File: config.mk
export PLATFORM = sky130hd
export DESIGN_NAME = operand_fetch
export DESIGN_NICKNAME = d
export VERILOG_FILES = /design/src/rtl/operand_fetch.sv
export SDC_FILE = /design/constraint.sdc
export NUM_CORES = 1
export LEC_CHECK = 0
export CORE_ASPECT_RATIO = 1.4
export CORE_MARGIN = 10
export CORE_UTILIZATION = 35
export DETAILED_ROUTE_END_ITERATION = 16
export GPL_TIMING_DRIVEN = 0
export PLACE_DENSITY = 0.76
export SYNTH_ARGS = -nofsm -noshare
export SYNTH_HDL_FRONTEND = slang
export SYNTH_SLANG_ARGS = --single-unit
File: constraint.sdc
create_clock -name clk_i -period 2.1 [get_ports clk_i]
set_input_delay 0.315 -clock clk_i [delete_from_list [all_inputs] [get_ports clk_i]]
set_output_delay 0.315 -clock clk_i [all_outputs]
set_load 0.02 [all_outputs]
File: src/rtl/operand_fetch.sv
// operand_fetch: register-read stage between decode and execute, with writeback snooping.
// Define OPF_BYPASS_EN to forward snooped write data; otherwise hazards force a register-file re-read.
module operand_fetch #(
    parameter int unsigned XLEN      = 32,
    parameter int unsigned REG_AW    = 5,
    parameter int unsigned PAYLOAD_W = 64
) (
    input  logic                 clk_i,
    input  logic                 resetn_i,
    input  logic                 instr_valid_i,
    output logic                 instr_ready_o,
    input  logic [REG_AW-1:0]    instr_rs1_i,
    input  logic [REG_AW-1:0]    instr_rs2_i,
    input  logic [PAYLOAD_W-1:0] instr_payload_i,
    output logic                 rf_read_en_o,
    output logic [REG_AW-1:0]    rf_rs1_addr_o,
    output logic [REG_AW-1:0]    rf_rs2_addr_o,
    input  logic [XLEN-1:0]      rf_rs1_data_i,
    input  logic [XLEN-1:0]      rf_rs2_data_i,
    input  logic                 wb_write_en_i,
    input  logic [REG_AW-1:0]    wb_rd_addr_i,
    input  logic [XLEN-1:0]      wb_data_i,
    output logic                 op_valid_o,
    input  logic                 op_ready_i,
    output logic [XLEN-1:0]      op_rs1_o,
    output logic [XLEN-1:0]      op_rs2_o,
    output logic [PAYLOAD_W-1:0] op_payload_o
);

    typedef enum logic [1:0] {IDLE, CAPTURE, FULL} state_t;

    state_t               state_q, state_d;
    logic [REG_AW-1:0]    rs1_q, rs2_q;
    logic [PAYLOAD_W-1:0] payload_q;
    logic [XLEN-1:0]      op_rs1_q, op_rs2_q, op_rs1_d, op_rs2_d;
    logic                 hz1_q, hz2_q, hz1_d, hz2_d;
`ifdef OPF_BYPASS_EN
    logic [XLEN-1:0]      hz1_data_q, hz2_data_q, hz1_data_d, hz2_data_d;
`endif

    logic accept, handshake, reread;
    logic in_match1, in_match2, lat_match1, lat_match2;

    assign instr_ready_o = resetn_i & ((state_q == IDLE) | ((state_q == FULL) & op_ready_i));
    assign accept        = instr_valid_i & instr_ready_o;
    assign op_valid_o    = resetn_i & (state_q == FULL);
    assign handshake     = op_valid_o & op_ready_i;

    assign in_match1  = wb_write_en_i & (wb_rd_addr_i == instr_rs1_i) & (instr_rs1_i != '0);
    assign in_match2  = wb_write_en_i & (wb_rd_addr_i == instr_rs2_i) & (instr_rs2_i != '0);
    assign lat_match1 = wb_write_en_i & (wb_rd_addr_i == rs1_q) & (rs1_q != '0);
    assign lat_match2 = wb_write_en_i & (wb_rd_addr_i == rs2_q) & (rs2_q != '0);

`ifdef OPF_BYPASS_EN
    assign reread = 1'b0;
`else
    // The read port returned (or will return) a stale value: issue it again from the latched addresses.
    assign reread = (state_q == CAPTURE) & (hz1_q | hz2_q | lat_match1 | lat_match2);
    logic wb_data_unused;
    assign wb_data_unused = ^wb_data_i;
`endif

    assign rf_read_en_o  = accept | (reread & resetn_i);
    assign rf_rs1_addr_o = reread ? rs1_q : instr_rs1_i;
    assign rf_rs2_addr_o = reread ? rs2_q : instr_rs2_i;

    assign op_rs1_o     = op_rs1_q;
    assign op_rs2_o     = op_rs2_q;
    assign op_payload_o = payload_q;

    always_comb begin
        state_d    = state_q;
        op_rs1_d   = op_rs1_q;
        op_rs2_d   = op_rs2_q;
        hz1_d      = hz1_q;
        hz2_d      = hz2_q;
`ifdef OPF_BYPASS_EN
        hz1_data_d = hz1_data_q;
        hz2_data_d = hz2_data_q;
`endif
        case (state_q)
            IDLE: begin
                if (accept) state_d = CAPTURE;
            end
            CAPTURE: begin
`ifdef OPF_BYPASS_EN
                op_rs1_d = (rs1_q == '0) ? '0 :
                           lat_match1    ? wb_data_i :
                           hz1_q         ? hz1_data_q : rf_rs1_data_i;
                op_rs2_d = (rs2_q == '0) ? '0 :
                           lat_match2    ? wb_data_i :
                           hz2_q         ? hz2_data_q : rf_rs2_data_i;
                hz1_d    = 1'b0;
                hz2_d    = 1'b0;
                state_d  = FULL;
`else
                if (reread) begin
                    hz1_d = lat_match1;
                    hz2_d = lat_match2;
                end else begin
                    op_rs1_d = (rs1_q == '0) ? '0 : rf_rs1_data_i;
                    op_rs2_d = (rs2_q == '0) ? '0 : rf_rs2_data_i;
                    hz1_d    = 1'b0;
                    hz2_d    = 1'b0;
                    state_d  = FULL;
                end
`endif
            end
            FULL: begin
`ifdef OPF_BYPASS_EN
                if (lat_match1) op_rs1_d = wb_data_i;
                if (lat_match2) op_rs2_d = wb_data_i;
`endif
                if (handshake) state_d = accept ? CAPTURE : IDLE;
            end
            default: state_d = IDLE;
        endcase
        if (accept) begin
            hz1_d      = in_match1;
            hz2_d      = in_match2;
`ifdef OPF_BYPASS_EN
            hz1_data_d = wb_data_i;
            hz2_data_d = wb_data_i;
`endif
        end
    end

    always_ff @(posedge clk_i) begin
        if (!resetn_i) begin
            state_q    <= IDLE;
            rs1_q      <= '0;
            rs2_q      <= '0;
            payload_q  <= '0;
            op_rs1_q   <= '0;
            op_rs2_q   <= '0;
            hz1_q      <= 1'b0;
            hz2_q      <= 1'b0;
`ifdef OPF_BYPASS_EN
            hz1_data_q <= '0;
            hz2_data_q <= '0;
`endif
        end else begin
            state_q    <= state_d;
            op_rs1_q   <= op_rs1_d;
            op_rs2_q   <= op_rs2_d;
            hz1_q      <= hz1_d;
            hz2_q      <= hz2_d;
`ifdef OPF_BYPASS_EN
            hz1_data_q <= hz1_data_d;
            hz2_data_q <= hz2_data_d;
`endif
            if (accept) begin
                rs1_q     <= instr_rs1_i;
                rs2_q     <= instr_rs2_i;
                payload_q <= instr_payload_i;
            end
        end
    end

endmodule
==> flow_metrics.env <==
export IMPL_drv_slew=0
export IMPL_p_leak_nw=3.71
export IMPL_fmax_mhz=367
export IMPL_synth_edf_count=0
export IMPL_synth_seq_cells=142
export IMPL_pwr_density_cell_nw_per_um2=715
export IMPL_required_ns=1.78
export IMPL_syn_avg_cell_area_um2=8.70
export IMPL_cpPeakStageDelay_ns=0.52
export IMPL_slowest_stage="or4_4"
export IMPL_syn_inst=677
export IMPL_clk_path_buf_depth=2
export IMPL_path_clk_slew_ns=0.06
export IMPL_wl_met2_um=11100
export IMPL_die_area_um2=22500
export IMPL_antennaDiodeCount=0
export IMPL_htree_levels=4
export IMPL_dp_hpwl_um=16100
export IMPL_fp_dieH_um=174
export IMPL_drtIter0Drc=266
export IMPL_final_cell_mix="nand2_1 (278), clkdlybuf4s50_1 (270), dfxtp_1 (136)"
export IMPL_fp_coreArea_um2=16700
export IMPL_routed_wl_met3_um=1880
export IMPL_io_pins=321
export IMPL_numCtsBuffers=17
export IMPL_portBuffers=285
export IMPL_vias=5701
export IMPL_crit_path_end_kind="output port"
export IMPL_mostFrequentLayoutCell="nand2_1"
export IMPL_reg2reg_from="rs1_q[2]"
export IMPL_cpMostUsedCell="buf_6"
export IMPL_routed_wl_um=21400
export IMPL_layout_min_cycle_time_ns=2.72
export IMPL_die_x_um=130
export IMPL_cts_tree="built"
export IMPL_finalSetupViolCount=15
export IMPL_power_mw=7.25
export IMPL_placed_area_um2=9010
export IMPL_grt_pass1_wl_um=31900
export IMPL_avgRoutedWirePerCell_um=17.5
export IMPL_pre_cts_ws_ns=-1.19
export IMPL_cap_violations=0
export IMPL_hold_class="in2reg"
export IMPL_holdPathEnd="op_payload_o[51]"
export IMPL_critical_path_class="reg2out"
export IMPL_root_buffer="clkbuf_16"
export IMPL_critPathMaxFanout=4
export IMPL_setup_ws_ns=-0.625
export IMPL_crit_family="simple AND/OR/NAND/NOR gates"
export IMPL_worst_path_buf_inv=2
export IMPL_drcViolationCount=0
export IMPL_final_util=0.608
export IMPL_synth_flop_cell="dfxtp_1"
export IMPL_path_cells="or4_4, nor2_4, nor4_4, o21ai_2, buf_6, mux2_2, buf_6"
export IMPL_ys_warn_count=0
export IMPL_groute_usage_overall=0.179
export IMPL_final_antenna_net_count=0
export IMPL_grt_setup_unrepaired="yes"
export IMPL_synth_fp_nets=857
export IMPL_violations="setup timing"
export IMPL_worst_slew_pin_transition_ns=0.557
export IMPL_grt_overflow_total=0
export IMPL_drtPass1Iterations=5
export IMPL_ir_drop_mv=0.595
export IMPL_fp_row_count=56
export IMPL_worstPathArrival_ns=2.41
export IMPL_seq_area_frac_synth=0.483
export IMPL_min_from="instr_payload_i[51]"
export IMPL_reg2reg_depth=9
export IMPL_status="complete, but fails checks"
export IMPL_finClkSkew_ns=0.00989
export IMPL_max_slew_margin=0.628
export IMPL_fin_crit_sh=1.30
export IMPL_synthDistinctLibCells=35
export IMPL_whs_ns=0.436
export IMPL_start_util=0.353
export IMPL_reg2reg_slack_ns=-0.05
export IMPL_clk_latency_ns=0.42
export IMPL_layout_drive_gt1_share=0.113
export IMPL_antenna_found_initial=0
export IMPL_gp_congestion=0.823
export IMPL_ctsHoldBuffers=0
export IMPL_fin_nets=1186
export IMPL_synth_area_um2=5890
export IMPL_highest_layer="met4"
export IMPL_grt_pass1_vias=5751
export IMPL_wl_met1_um=7980
export IMPL_grt_max_degree=17
export IMPL_clock_sinks=142
export IMPL_start_kind="flop"
export IMPL_finalHoldViolations=0
export IMPL_hold_depth=3
export IMPL_r2r_end="op_rs1_o[5]"
export IMPL_async_reset_ff_frac=0
export IMPL_detail_route_vias_per_cell=4.67
export IMPL_syn2layout_area_growth_pct=72.3
export IMPL_stdcell_area_um2=10100
==> tightest hold or removal path: stages <==
cell             delay [ns]
clkdlybuf4s50_1        0.39
nand2_1                0.05
a21boi_1               0.04
==> stage by stage <==
step | setup TNS [ns] | cells
floorplan | -0.106 | 677
global placement | -62.19 | 1165
detailed placement | -66.93 | 1165
CTS | -6.31 | 1212
global route | -9.72 | 1222
finish | -6.75 | 1222
==> worst max path at each step <==
stage	startpoint	cells after the start	end
2_1_floorplan	rs1_q[0]	6	rf_rs1_addr_o[0]
5_1_grt	rs2_q[1]	8	rf_rs1_addr_o[0]
4_1_cts	rs1_q[2]	7	rf_rs1_addr_o[0]
3_5_place_dp	resetn_i	7	rf_read_en_o
3_3_place_gp	resetn_i	7	rf_read_en_o
6_report	rs2_q[1]	7	rf_rs1_addr_o[1]
==> state kept, by name, indices dropped and copies added (netlist names) <==
register / cells
op_rs2_o: 32
hz1_q: 1
op_rs1_o: 32
hz2_q: 1
rs1_q: 5
state_q: 2
op_payload_o: 64
rs2_q: 5
==> synth_stat cells (2+ instances only) <==
| library cell | instances | area [um2] |
|---|---|---|
| nor2b_1 | 4 | 25.0 |
| or4_1 | 2 | 15.0 |
| buf_8 | 5 | 75.1 |
| a21boi_1 | 76 | 571 |
| o21ai_1 | 2 | 10.0 |
| clkbuf_1 | 40 | 150 |
| buf_2 | 4 | 20.0 |
| nor2_1 | 2 | 7.51 |
| nor4_1 | 3 | 18.8 |
| nand4_1 | 2 | 12.5 |
| nor3b_1 | 2 | 15.0 |
| mux2_1 | 10 | 113 |
| a21oi_1 | 2 | 10.0 |
| nor3_1 | 2 | 10.0 |
| xnor2_1 | 10 | 87.6 |
| mux2i_1 | 65 | 651 |
| xor2_1 | 8 | 70.1 |
| nand2_1 | 279 | 1050 |
| buf_4 | 2 | 15.0 |
| dfxtp_1 | 142 | 2840 |
==> what timing repair did <==
action                     CTS  global route
setup endpoints to repair   80           111
pin swaps                    5             6
gates resized for setup    106            25
buffers inserted            14             5
gates cloned                 1             7
==> power breakdown <==
group / total (mW) / leakage [nW] / internal (mW) / switching, mW
registers: 2.85 / 1.16 / 2.79 / 0.0543
clock network: 3.16 / 0.295 / 1.95 / 1.21
logic: 1.25 / 2.26 / 0.681 / 0.565
==> per-layer routing <==
layer / up-vias / track usage
met5: - / 0
met4: 0 / 0.0663
met3: 24 / 0.0722
met2: 201 / 0.317
met1: 2616 / 0.183
li1: 2860 / -
==> layout make-up <==
cell class                      count  area, um2
Buffer                             51        338
Clock buffer                       21        460
Clock inverter                     11        154
Fill cell                        1437       6530
Inverter                            1       3.75
Multi-Input combinational cell    482       2880
Sequential cell                   142       2850
Tap cell                          203        254
Timing Repair Buffer              311       3200
==> cells by family (layout without fill, tap and decap cells) <==
logic type | Yosys count | after routing | share of synthesized area
flip-flops | 142 | 142 | 0.483
multiplexers | 75 | 75 | 0.130
AND/OR/NAND/NOR | 303 | 303 | 0.206
buffers and inverters | 53 | 395 | 0.0467
XOR/XNOR | 18 | 18 | 0.0268
AO/OA/AOI/OAI | 86 | 86 | 0.109
Note: power is estimated with default switching activity, not from simulation.
